==> src/rtl/stack_arbiter.sv <==
// Round-robin arbiter/sequencer for two push/pop requesters sharing one LIFO stack.
// Handshake: reqN stays high with opN/dinN stable until a one-cycle ackN; rsp_* are valid in that ack cycle.
module stack_arbiter #(
   parameter int W     = 8,
   parameter int REJ_W = 8
) (
   input  logic             clk,
   input  logic             reset,
   input  logic             req0,
   input  logic             req1,
   input  logic             op0,
   input  logic             op1,
   input  logic [W-1:0]     din0,
   input  logic [W-1:0]     din1,
   output logic             ack0,
   output logic             ack1,
   output logic [W-1:0]     rsp_data,
   output logic             rsp_err,
   output logic             gnt_id,
   output logic             busy,
   output logic [REJ_W-1:0] rej_cnt,
   output logic             stk_pushpop,
   output logic             stk_en,
   output logic [W-1:0]     stk_in,
   input  logic [W-1:0]     stk_out,
   input  logic             stk_empty,
   input  logic             stk_full,
   output logic [1:0]       dbg_state
);

   typedef enum logic [1:0] {IDLE = 2'd0, ISSUE = 2'd1, CAPTURE = 2'd2, ACK = 2'd3} state_t;

   state_t           state, state_nxt;
   logic             last, last_d;
   logic             op_q, op_d;
   logic             sel, sel_op, start, illegal;
   logic [W-1:0]     sel_din;
   logic             ack0_d, ack1_d, rsp_err_d, gnt_d, busy_d, pp_d, en_d;
   logic [W-1:0]     rsp_data_d, stk_in_d;
   logic [REJ_W-1:0] rej_d;

   assign dbg_state = state;

   always_ff @(posedge clk) begin
      if (reset) begin
         state       <= IDLE;
         last        <= 1'b1;
         op_q        <= 1'b0;
         ack0        <= 1'b0;
         ack1        <= 1'b0;
         rsp_data    <= '0;
         rsp_err     <= 1'b0;
         gnt_id      <= 1'b0;
         busy        <= 1'b0;
         rej_cnt     <= '0;
         stk_pushpop <= 1'b0;
         stk_en      <= 1'b0;
         stk_in      <= '0;
      end else begin
         state       <= state_nxt;
         last        <= last_d;
         op_q        <= op_d;
         ack0        <= ack0_d;
         ack1        <= ack1_d;
         rsp_data    <= rsp_data_d;
         rsp_err     <= rsp_err_d;
         gnt_id      <= gnt_d;
         busy        <= busy_d;
         rej_cnt     <= rej_d;
         stk_pushpop <= pp_d;
         stk_en      <= en_d;
         stk_in      <= stk_in_d;
      end
   end

   // On contention the requester that was not served last wins.
   always_comb begin
      start   = req0 | req1;
      sel     = (req0 && req1) ? ~last : req1;
      sel_op  = sel ? op1 : op0;
      sel_din = sel ? din1 : din0;
      illegal = sel_op ? stk_empty : stk_full;
      state_nxt = state;
      case (state)
         IDLE:    if (start) state_nxt = illegal ? ACK : ISSUE;
         ISSUE:   state_nxt = CAPTURE;
         CAPTURE: state_nxt = ACK;
         ACK:     state_nxt = IDLE;
         default: state_nxt = IDLE;
      endcase
   end

   // Next values for the registered outputs; the stack is only touched for legal ops.
   always_comb begin
      last_d     = last;
      op_d       = op_q;
      ack0_d     = 1'b0;
      ack1_d     = 1'b0;
      rsp_data_d = rsp_data;
      rsp_err_d  = rsp_err;
      gnt_d      = gnt_id;
      rej_d      = rej_cnt;
      pp_d       = stk_pushpop;
      en_d       = 1'b0;
      stk_in_d   = stk_in;
      busy_d     = (state_nxt != IDLE);
      case (state)
         IDLE: begin
            if (start) begin
               gnt_d = sel;
               op_d  = sel_op;
               if (illegal) begin
                  rsp_err_d = 1'b1;
                  ack0_d    = ~sel;
                  ack1_d    = sel;
                  rej_d     = (&rej_cnt) ? rej_cnt : rej_cnt + 1'b1;
               end else begin
                  en_d     = 1'b1;
                  pp_d     = sel_op;
                  stk_in_d = sel_din;
               end
            end
         end
         CAPTURE: begin
            if (op_q) rsp_data_d = stk_out;
            ack0_d = ~gnt_id;
            ack1_d = gnt_id;
         end
         ACK: begin
            last_d    = gnt_id;
            rsp_err_d = 1'b0;
         end
         default: ;
      endcase
   end

endmodule
==> config.mk <==
export PLATFORM = sky130hd
export DESIGN_NAME = stack_arbiter
export DESIGN_NICKNAME = d
export VERILOG_FILES = /design/src/rtl/stack_arbiter.sv
export SDC_FILE = /design/constraint.sdc
export NUM_CORES = 1
export LEC_CHECK = 0
export CAP_MARGIN = 10
export CORE_ASPECT_RATIO = 0.9
export CORE_UTILIZATION = 38
export DETAILED_ROUTE_END_ITERATION = 10
export GPL_TIMING_DRIVEN = 0
export PLACE_DENSITY_LB_ADDON = 0.15
export SLEW_MARGIN = 30
export SYNTH_ARGS = -nofsm -noshare
export SYNTH_HDL_FRONTEND = slang
export SYNTH_SLANG_ARGS = --single-unit
==> constraint.sdc <==
create_clock -name clk -period 2.1 [get_ports clk]
set_input_delay 0.42 -clock clk [delete_from_list [all_inputs] [get_ports clk]]
set_output_delay 0.42 -clock clk [all_outputs]
set_load 0.01 [all_outputs]
==> impl_metrics.csv <==
group,metric,value,unit
grt,globalRouteTotalUtil,18.2,%
floorplanning,core_area,3840,sq um
grt,grt_pass1_vias,1397,
setup_path,timing.rr.start,"last",
clock_tree,clk-insertion-delay-late,0.29,ns
cells_and_area,fin_util,62.9,%
cells_and_area,area_growth,53.6,%
power_and_ir_drop,p_per_area,1010,nW/um^2
floorplanning,io_pins,65,
clock_tree,cts_hold_buf,0,
power_and_ir_drop,worst_ir_drop_vdd,428,uV
cells_and_area,nNetsFinal,285,
timing,setup_tns,0,ns
yosys,synth_flop_cell,"dfxtp_1",
setup_path,arrival,2.24,ns
detailed_routing,routed_via_density,5.17,
timing,post-route-min-period,2.06,ns
clock_tree,htree_levels,2,
placement,dpl.hpwl,2.80,mm
floorplanning,die_x,69.8,microns
power_and_ir_drop,comb_power_share,40.1,%
clock_tree,cts_tree,"yes",
detailed_routing,drt_iter0_drc,106,
yosys,synth.distinct_cells,36,
yosys,synth_seq_cells,35,
timing,hold_violations,0,
clock_tree,cts_buffers,5,
setup_path,r2r-end,"rej_cnt[7]",
cells_and_area,layout_commonest_cell,"clkdlybuf4s50_1",
timing,slew_headroom,58.8,%
power_and_ir_drop,p_switching,811,uW
timing,drv_slew,0,
placement,io_buffer_count,64,
detailed_routing,first_pass_iters,4,
grt,overflow,0,
yosys,synth_cells,178,
grt,grt_max_degree,11,
detailed_routing,ant_nets,0,
yosys,synth_edf_count,0,
floorplanning,rows,21,
run,cap_violations,0,
floorplanning,die_y,63.0,microns
yosys,yosys_warnings,0,
timing,finalSetupViolCount,0,
min_path,holdPathEnd,"rsp_data[6]",
timing,worst_slew_pin_slew,0.615,ns
power_and_ir_drop,p_leak,0.882,nW
min_path,min_from,"rsp_data[6]",
timing,fmax,486,MHz
setup_path,critical_path_class,"primary input to flip-flop",
setup_path,reg2regPathDepth,5,
yosys,synth_nets,214,
detailed_routing,drc,0,
cells_and_area,drive_gt1_share,8.43,%
clock_tree,clkTransAtPathRegs,0.07,ns
placement,place_congestion,0.778,
yosys,avgSynthCellArea,8.82,sq um
cells_and_area,fin_area,2410,sq um
placement,placedCellCount,288,
timing,finClkSkew,0.00504,ns
grt,grt_pass1_wl,6.30,mm
power_and_ir_drop,clkPwrFrac,23.5,%
timing,fin_crit_sh,98.0,%
cells_and_area,layout_common_cells,"60 x clkdlybuf4s50_1, 35 x dfxtp_1, 21 x a21oi_1",
cells_and_area,stdcell_count,295,
cells_and_area,n_antenna_cell,0,
power_and_ir_drop,intPower,1.64,mW
clock_tree,cts_num_sinks,35,
setup_path,path_max_fanout,4,
detailed_routing,wirelength,3.81,mm
yosys,yosysSeqAreaShare,44.6,%
min_path,hp-class,"flip-flop to flip-flop",
setup_path,rrSetupSlack,0.08,ns
grt,grt_antenna_before_repair,0,
detailed_routing,wl_per_cell,12.9,microns
cells_and_area,n_fill_cell,337,
power_and_ir_drop,swShare,33.1,%
setup_path,cp-start-kind,"primary input",
setup_path,required,2.28,ns
min_path,whs_path_depth,2,
run_status,status,"finished clean",
floorplanning,die_area,4390,sq um
setup_path,critPathCaptureType,"flip-flop",
power_and_ir_drop,sequentialPowerShare,36.4,%
clock_tree,clockBufferDepth,2,
placement,placement.cell_area,2280,sq um
yosys,async_flop_share,0,%
clock_tree,cts_root_buf,"clkbuf_8",
floorplanning,start_util,40.9,%
timing,rsz0062_at_grt,"true",
yosys,synth_area,1570,sq um
detailed_routing,vias,1526,
==> cell families (layout without fill, tap and decap cells) <==
logic type	Yosys count	after routing	synth area share, %
adders and majority gates	4	4	3.19
xor gates and xnor gates	1	1	0.558
buffers and inverters	15	86	3.59
and+or+nand+nor	63	63	19.4
AOI/OAI and AO/OA	47	47	19.8
muxes	13	13	8.84
DFF	35	35	44.6
==> worst max-delay path: stages <==
cell and delay, ns:
clkdlybuf4s50_1 0.48, nand2_1 0.05, o32a_1 0.25, and2_4 0.20, or4_4 0.53, mux2_4 0.30
==> sequential cells by signal (all words and copies together), names as in the netlist <==
signal       count
ack0             1
op_q             1
rsp_data         8
stk_en           1
rsp_err          1
gnt_id           1
dbg_state        2
stk_pushpop      1
rej_cnt          8
last             1
stk_in           8
ack1             1
busy             1
==> cell usage after synthesis (2+ instances only) <==
cell type   n  share of area, %
a211oi_1   11               5.3
a21oi_1    21               6.7
a32oi_1     2               1.1
buf_1       2              0.48
clkbuf_1    8               1.9
dfxtp_1    35                45
ha_1        4               3.2
inv_1       5               1.2
mux2_1      3               2.2
mux2i_1     9               5.7
nand2_1    17               4.1
nand2b_1    2              0.80
nand3_1     9               2.9
nand4_1     5               2.0
nor2_1     17               4.1
nor2b_1     6               2.4
nor3_1      2              0.64
o21ai_1     2              0.64
==> stage by stage <==
stage                     hold WS (ns)  power, mW  setup slack [ns]
after floorplan                  0.481       1.42            0.0216
after global placement           0.444       1.84            -0.566
after detailed placement         0.447       1.85            -0.585
after CTS                        0.456       2.44          0.000255
after global routing             0.475       2.61           -0.0266
final                            0.453       2.45            0.0425
==> layer usage <==
metal / part of all wire [%] / up-vias / GRT usage, %
li1: - / 783 / -
met1: 48 / 687 / 24.0
met2: 43 / 51 / 26.3
met3: 8.1 / 5 / 7.10
met4: 1.7 / 0 / 7.50
met5: 0 / - / 0
==> final cells by class <==
type / instances / area [sq um] / share of cell area, %
clock buffer: 6 / 72.6 / 3.01
inverter: 5 / 18.8 / 0.778
clock inverter: 1 / 30.0 / 1.24
buffer: 9 / 36.3 / 1.50
timing repair buffer: 65 / 644 / 26.7
multi-input combinational: 128 / 852 / 35.3
sequential: 35 / 701 / 29.0
tap: 46 / 57.6 / 2.39
==> what timing repair did <==
item	in CTS	in global routing
buffers inserted	0	1
gates resized for setup	9	8
setup endpoints to repair	16	21
pin swaps	1	1
==> worst max path at each step <==
stage          slack, ns         start  cells past startpoint          to
3_3_place_gp       -0.57          req1                      6  rej_cnt[7]
5_1_grt            -0.03           op0                      7   stk_in[6]
2_1_floorplan       0.02  dbg_state[0]                      7  rej_cnt[7]
6_report            0.04           op0                      6  rej_cnt[7]
3_5_place_dp       -0.59          req1                      6  rej_cnt[7]
4_1_cts           0.0003     stk_empty                      6  rej_cnt[7]
==> power by group through the flow <==
stage	logic, mW	clock network, mW	registers (mW)
after floorplan	0.471	0	0.949
after global routing	1.07	0.626	0.909
after global placement	0.936	0	0.899
after detailed placement	0.943	0	0.902
after CTS	0.960	0.588	0.892
final	0.981	0.574	0.891
No activity file was read; power rests on OpenSTA's default activity.
